===== config.mk =====
export PLATFORM = sky130hd
export DESIGN_NAME = embarcacao_posicao_decoder
export DESIGN_NICKNAME = d
export VERILOG_FILES = /design/src/rtl/embarcacao_posicao_decoder.sv
export SDC_FILE = /design/constraint.sdc
export NUM_CORES = 1
export LEC_CHECK = 0
export ABC_AREA = 1
export BUFFER_PORTS_ARGS = -buffer_cell sky130_fd_sc_hd__buf_2
export CAP_MARGIN = 20
export CORE_MARGIN = 10
export CORE_UTILIZATION = 53
export DETAILED_ROUTE_END_ITERATION = 6
export GPL_TIMING_DRIVEN = 0
export PLACE_DENSITY = 0.85
export SLEW_MARGIN = 20
export SYNTH_ARGS = -nofsm -noshare
export SYNTH_HDL_FRONTEND = slang
export SYNTH_SLANG_ARGS = --single-unit

===== constraint.sdc =====
create_clock -name clock -period 6.2 [get_ports clock]
set_input_delay 0.93 -clock clock [delete_from_list [all_inputs] [get_ports clock]]
set_output_delay 0.93 -clock clock [all_outputs]
set_load 0.005 [all_outputs]

===== src/rtl/embarcacao_posicao_decoder.sv =====
// rtl/embarcacao_posicao_decoder.sv - ship position vector to occupancy map decoder
//
// Decodes a packed vector of up to eight 4+4 bit (X,Y) ship segments into a
// GRID_W x GRID_H occupancy bitmap. Decoding runs into a private shadow map,
// one segment per clock, and the finished map is published to ocupacao in a
// single edge so observers never see a half-built board.
//
// Ports:
//   clock               in   single rising-edge clock
//   reset_n             in   asynchronous active-low reset
//   load                in   start a decode (only honoured while idle)
//   posicoes_embarcacao in   64-bit packed segments, seg k: X=[8k+3:8k], Y=[8k+7:8k+4]
//   tamanho             in   number of valid segments (legal 1..MAX_SEG)
//   busy                out  decoder is not idle
//   done                out  one-cycle pulse when the new map is published
//   erro                out  sticky error of the last decode
//   ocupacao            out  published map, bit Y*GRID_W+X
//   query_x, query_y    in   cell lookup coordinates
//   hit                 out  registered lookup of the published map

module embarcacao_posicao_decoder #(
    parameter int GRID_W  = 10,
    parameter int GRID_H  = 10,
    parameter int MAX_SEG = 8
) (
    input  logic                       clock,
    input  logic                       reset_n,
    input  logic                       load,
    input  logic [63:0]                posicoes_embarcacao,
    input  logic [3:0]                 tamanho,
    output logic                       busy,
    output logic                       done,
    output logic                       erro,
    output logic [GRID_W*GRID_H-1:0]   ocupacao,
    input  logic [3:0]                 query_x,
    input  logic [3:0]                 query_y,
    output logic                       hit
);

    localparam int CELLS = GRID_W * GRID_H;
    // The vector is fixed at 64 bits, so it never holds more than 8 segments.
    localparam int NSEG  = 8;

    typedef enum logic [1:0] {
        IDLE,
        CLEAR,
        SCAN,
        FINISH
    } state_t;

    state_t             state_q, state_d;
    logic [63:0]        pos_q, pos_d;
    logic [3:0]         tam_q, tam_d;
    logic [3:0]         idx_q, idx_d;
    logic [CELLS-1:0]   shadow_q, shadow_d;
    logic [CELLS-1:0]   ocup_q, ocup_d;
    logic               erro_q, erro_d;
    logic               done_q, done_d;
    logic               hit_q, hit_d;

    // Current segment selected by the scan index.
    logic [7:0]         seg;
    logic [3:0]         seg_x;
    logic [3:0]         seg_y;
    logic               seg_in_range;
    logic [15:0]        seg_cell;
    logic               last_seg;
    logic               tam_legal;

    // Lookup path.
    logic               q_in_range;
    logic [15:0]        q_cell;

    always_comb begin
        seg = 8'h00;
        for (int k = 0; k < NSEG; k++) begin
            if (idx_q == 4'(k)) begin
                seg = pos_q[8*k +: 8];
            end
        end
    end

    assign seg_x        = seg[3:0];
    assign seg_y        = seg[7:4];
    assign seg_in_range = (32'(seg_x) < GRID_W) && (32'(seg_y) < GRID_H);
    assign seg_cell     = 16'(seg_y) * 16'(GRID_W) + 16'(seg_x);
    assign last_seg     = (idx_q == (tam_q - 4'd1));
    assign tam_legal    = (tam_q != 4'd0) && (32'(tam_q) <= MAX_SEG);

    assign q_in_range   = (32'(query_x) < GRID_W) && (32'(query_y) < GRID_H);
    assign q_cell       = 16'(query_y) * 16'(GRID_W) + 16'(query_x);

    always_comb begin
        state_d  = state_q;
        pos_d    = pos_q;
        tam_d    = tam_q;
        idx_d    = idx_q;
        shadow_d = shadow_q;
        ocup_d   = ocup_q;
        erro_d   = erro_q;
        done_d   = 1'b0;

        case (state_q)
            IDLE: begin
                if (load) begin
                    pos_d   = posicoes_embarcacao;
                    tam_d   = tamanho;
                    erro_d  = 1'b0;
                    state_d = CLEAR;
                end
            end

            CLEAR: begin
                shadow_d = '0;
                idx_d    = 4'd0;
                if (tam_legal) begin
                    state_d = SCAN;
                end else begin
                    erro_d  = 1'b1;
                    state_d = FINISH;
                end
            end

            SCAN: begin
                // Off-board segments flag the error but never touch the map;
                // duplicates simply OR into an already-set bit.
                if (seg_in_range) begin
                    for (int c = 0; c < CELLS; c++) begin
                        if (seg_cell == 16'(c)) begin
                            shadow_d[c] = 1'b1;
                        end
                    end
                end else begin
                    erro_d = 1'b1;
                end

                if (last_seg) begin
                    state_d = FINISH;
                end else begin
                    idx_d = idx_q + 4'd1;
                end
            end

            FINISH: begin
                // Single-edge publish: ocupacao and done change together.
                ocup_d  = shadow_q;
                done_d  = 1'b1;
                state_d = IDLE;
            end

            default: begin
                state_d = IDLE;
            end
        endcase
    end

    // Lookup reads only the published map, so queries never see a decode
    // in progress.
    always_comb begin
        hit_d = 1'b0;
        if (q_in_range) begin
            for (int c = 0; c < CELLS; c++) begin
                if (q_cell == 16'(c)) begin
                    hit_d = ocup_q[c];
                end
            end
        end
    end

    always_ff @(posedge clock or negedge reset_n) begin
        if (!reset_n) begin
            state_q  <= IDLE;
            pos_q    <= '0;
            tam_q    <= '0;
            idx_q    <= '0;
            shadow_q <= '0;
            ocup_q   <= '0;
            erro_q   <= 1'b0;
            done_q   <= 1'b0;
            hit_q    <= 1'b0;
        end else begin
            state_q  <= state_d;
            pos_q    <= pos_d;
            tam_q    <= tam_d;
            idx_q    <= idx_d;
            shadow_q <= shadow_d;
            ocup_q   <= ocup_d;
            erro_q   <= erro_d;
            done_q   <= done_d;
            hit_q    <= hit_d;
        end
    end

    assign busy     = (state_q != IDLE);
    assign done     = done_q;
    assign erro     = erro_q;
    assign ocupacao = ocup_q;
    assign hit      = hit_q;

endmodule


Word-level counts from Yosys, hierarchy flattened:

Cells that the tools add are included.

* flip-flop bits (word level): 277
* input port bits: 79
* output and inout port bits: 104
* logic and storage cells: 771

* add/subtract/negate cells: 4
* multipliers: 2
* order comparisons: 5
* equality and inequality tests: 315
* mux-type cells: 222
* reductions and logical operators: 115

Operators with widths (count)
* $eq 9x7->1 const B: 72
* $eq 9x6->1 const B: 64
* $reduce_and 3->1: 100
* $eq 9x5->1 const B: 32
* $ne 2x2->1 const B: 106
* $mux 1: 206
* $pmux 100 s2: 1
* $eq 9x4->1 const B: 16
* $mux 100: 1
* $eq 9x3->1 const B: 8
* $mux 8: 8
* $eq 9x2->1 const B: 4
* $logic_not 16->1: 2
* $add 8x4->9: 2
* $eq 9x1->1 const B: 2
* $eq 4x3->1 const B: 4
* $lt 4x4->1 const B: 4
* $mul 4x3->7 const B: 2
* $eq 4x2->1 const B: 2
* $pmux 2 s4: 1
* $pmux 4 s2: 1
* $reduce_and 2->1: 3
* $add 4x1->4 const B: 1
* $eq 2x2->1 const B: 2
* 15 further kinds: 19

Depth between registers and ports, before layout:

* word-level depth: 104
* depth in mapped cells: 70
* depth with buffers taken out: 70

Worst setup path before layout:

OpenSTA, ideal clock, no wires.

* kind: input -> register
* start point: input port query_y[1]
* end point: register hit_q, in the netlist hit
* setup time: 113 ps
* arrival: 5818 ps
* data required time: 6087 ps
* setup slack: 269 ps
* cell stages on the path: 67
* path buffers: 0
* cells stage by stage: ha_1 > ha_1 > fa_1 > nand2_1 > clkinv_1 > nand4_1 > nand2_2 > nand2_2 > nand2_4 > nor2_8 > nand2_4 > nor2_1 > a31o_1 > clkinv_1 > nand3_1 > nand2_1 > nand4_1 > nand2_1 > [31 not listed] > nand2_1 > nand3_1 > nand2_1 > nand2_1 > nand2_1 > nand3_1 > nand2_1 > nand2_1 > nand2_1 > nand3_1 > nand2_1 > nand4_1 > nand2_1 > nand2_1 > nand2_1 > nand3_1 > nand2_1 > inv_1

* cells in the longest elaborated chain, start to end: 104
* elaborated cells between the ends (all ways): 205
* those cells by class: add/sub: 1; mul: 1; order compare: 1; eq/ne: 99; mux: 101; reduce/logical: 2

RTL lines
* from (decl): RTL line 36 `input logic [3:0] query_y,`
* $mul 4x3->7: RTL line 91 `assign q_cell = 16'(query_y) * 16'(GRID_W) + 16'(query_x);`
* $add 8x4->9: RTL line 91
* $logic_not 16->1: RTL line 163 `if (q_cell == 16'(c)) begin`
* $mux 1 (100 in series): RTL line 163
* $mux 1 *: RTL line 161 `if (q_in_range) begin`
* named net hit_d: RTL line 59 `logic hit_q, hit_d;`
* to (signal assigned): RTL line 190 `hit_q <= hit_d;`
* to (decl): RTL line 59

Mark *: on every way through the listed nets, which the timed path passes. The rest lies on a longest branch.
A chain may end at the register's enable or synchronous reset.

Final worst setup path:

Ends and elaborated chain as after synthesis.

==> flow_summary.yaml <==
floorplanning:
  initial_core_util_pct: 54.0
  core_area_sq_um: 25300
  die_w_um: 180
  die_height_um: 180
  dieArea_sq_um: 32500
  row_count: 58
  num_io_pins: 183
timing:
  finalCritPeriodShare_pct: 104
  fin_worst_skew_ps: 22.4
  setup_violations: 1
  worst_slew_pin_slew_ps: 960
  post-route-worst-setup-slack_ps: -266
  fin_tns_setup_ps: -266
  hold_viol: 0
  drv_slew: 0
  max_freq_mhz: 155
  rsz0062_at_grt: "yes"
  period_minus_slack_ps: 6470
  slew_headroom_pct: 35.7
synth:
  ys.flop_type: "dfrtp_1"
  postSynthCellCount: 1481
  netlist_area_sq_um: 13600
  synth_cell_type_count: 38
  netlist.area_leader.share_pct: 50.8
  synth_area_leaders: "dfrtp_1 (51%), mux2_2 (11%), a21oi_1 (7.1%)"
  async_flop_share_pct: 100
  yosysTopAreaCell: "dfrtp_1"
  synth_edf_count: 0
  syn-num-nets: 1590
  synth_most_common_cell: "dfrtp_1"
  synth_common_cells: "dfrtp_1 (277), nand2_1 (196), a21oi_1 (193)"
  synth_seq_cells: 277
  syn_area_per_cell_sq_um: 9.21
  yosysSeqAreaShare_pct: 50.8
  ys.warnings.count: 0
setup_path:
  required_ps: 6660
  crit_top_cell: "nand2_1"
  max_stage_delay_ps: 560
  cp-start-kind: "primary input"
  crit_buf_inv: 5
  critical_path.startpoint: "query_y[1]"
  crit_fanout: 10
  critPathTopFamily: "simple AND/OR/NAND/NOR gates"
  crit_path_end_kind: "flop"
  crit_path_top_delay_cell: "fa_2"
  r2r-start: "idx_q[0]"
  crit_arrival_ps: 6920
  critPathKind: "primary input to flop"
finish:
  area_growth_pct: 18.9
  final_area_sq_um: 16200
  multi_input_area_sq_um: 6030
  final_cells: 2060
  fin_util_pct: 64.2
  seq_area_sq_um: 6930
  antenna_cells: 0
  nFillCells: 1977
  drive_gt1_share_pct: 24.8
  nets: 1816
clock_network:
  cts_tree: "built"
  root_buffer: "clkbuf_16"
  ctsHtreeMaxLevel: 1
  cts_made_buffers: 30
  clk_path_buf_depth: 3
  cts.sinks: 277
  clk_latency_ps: 560
  clk_pin_slew_worst_paths_ps: 60
  holdBufCountCts: 0
detailed_routing:
  vias_per_cell: 6.04
  firstDrtPassIters: 6
  drc: 0
  wirelength_um: 45100
  drt_iter0_drc: 1556
  drtAntennaViolNets: 0
  vias: 12400
  wl_per_cell_um: 21.9
flow_run:
  cap_violations: 0
placement:
  hpwl_um: 31800
  dp_worst_setup_slack_ps: -845
  io_buffers: 182
  gp_congestion: 1.00
  postPlaceCellArea_sq_um: 15000
  place_inst: 1995
global_route:
  antenna_found_initial: 0
  grt_pass1_wl_um: 69700
  grt_overflow: 0
  grt_usage_pct: 26.6
  grt_pass1_vias: 12600
  grt_start_max_net_pins: 105
power:
  vdd_drop_max_v: 0.000482
  p_leak_nw: 8.01
  clkPwrFrac_pct: 19.3
  p_sw_mw: 4.65
  p_int_mw: 5.04
  p_seq_share_pct: 31.0
  power.density_nw_per_um2: 598
  swShare_pct: 48.0
  combPwrFrac_pct: 49.7
status:
  status: "complete, but fails checks"
  violations: "setup timing"
hold_path:
  hp-class: "primary input to async pin"
path summary, 6_finish.rpt:
| path | end | slack (ps) | cells after the start |
|---|---|---|---|
| worst max-delay path | hit | -270 | 66 |
| worst min-delay path | pos_q[20] | 350 | 1 |
| worst max register to register | shadow_q[2] | 540 | 26 |
| worst min register to register | ocupacao[17] | 470 | 2 |
| max in group asynchronous | ocupacao[13] | 4900 | 2 |
| min in group clock | ocupacao[17] | 470 | 2 |
cell type report:
| type | instances | area share [%] |
|---|---|---|
| Buffer | 57 | 1.32 |
| Tap cell | 330 | 2.55 |
| Clock buffer | 45 | 5.60 |
| Inverter | 143 | 3.31 |
| Sequential cell | 277 | 42.7 |
| Timing Repair Buffer | 194 | 6.51 |
| Multi-Input combinational cell | 1004 | 37.2 |
| Clock inverter | 10 | 0.810 |
state kept, by name, summed over array words and instances, names as in the netlist:
signal    cells
tam_q         4
hit           1
shadow_q    100
ocupacao    100
done          1
idx_q         4
state_q       2
pos_q        64
erro          1
timing repair:
item	4_1_cts	5_1_grt
gates resized for setup	7	15
setup endpoints to repair	1	45
buffers inserted	8	2
endpoints found under the hold margin	0	0
pin swaps	12	17
per-layer routing:
metal,vias up,GRT usage (%),share of wire (%)
met5,-,0,0
li1,5467,-,-
met3,235,7.63,12
met1,5922,32.1,36
met4,0,15.0,6.6
met2,816,41.9,45
through the flow:
stage / total power, mW / hold WS, ps
finish: 9.70 / 346
global route: 10.2 / 378
CTS: 9.49 / 364
detailed placement: 7.57 / 470
global placement: 7.35 / 464
floorplan: 5.84 / 450
power groups by stage:
stage	Combinational [mW]	Sequential [mW]	Clock, mW
4_1_cts	4.65	2.97	1.87
5_1_grt	5.21	3.06	1.95
3_5_place_dp	4.57	2.99	0
2_1_floorplan	3.01	2.83	0
6_report	4.82	3.01	1.87
3_3_place_gp	4.39	2.96	0
layout by cell type (no fill, tap or decap), types with 5 or more instances in the layout:
| cell | count |
|---|---|
| a21oi_1 | 193 |
| a31o_2 | 15 |
| buf_2 | 179 |
| buf_4 | 12 |
| clkbuf_1 | 61 |
| clkbuf_16 | 31 |
| clkbuf_8 | 8 |
| clkinv_2 | 5 |
| dfrtp_1 | 277 |
| ha_1 | 23 |
| inv_1 | 132 |
| inv_2 | 8 |
| mux2_2 | 133 |
| nand2_1 | 195 |
| nand2_2 | 7 |
| nand2_4 | 5 |
| nand3_1 | 96 |
| nand3_2 | 5 |
| nand4_1 | 27 |
| nor2_1 | 165 |
| nor3_1 | 7 |
| o211ai_1 | 13 |
| o21ai_0 | 66 |
| o31ai_1 | 6 |
| xnor2_1 | 5 |
| xor2_1 | 7 |
logic make-up (layout without fill, tap and decap cells):
| kind of cell | after synthesis | after routing | share of synthesized area, % |
|---|---|---|---|
| and+or+nand+nor | 516 | 516 | 16.3 |
| AOI/OAI and AO/OA | 311 | 311 | 12.4 |
| DFF | 277 | 277 | 50.8 |
| buffers and inverters | 200 | 449 | 5.51 |
| muxes | 133 | 133 | 11.0 |
| adders and majority gates | 30 | 30 | 2.97 |
| xor gates and xnor gates | 14 | 14 | 0.954 |
(Power assumes the default switching activity.)
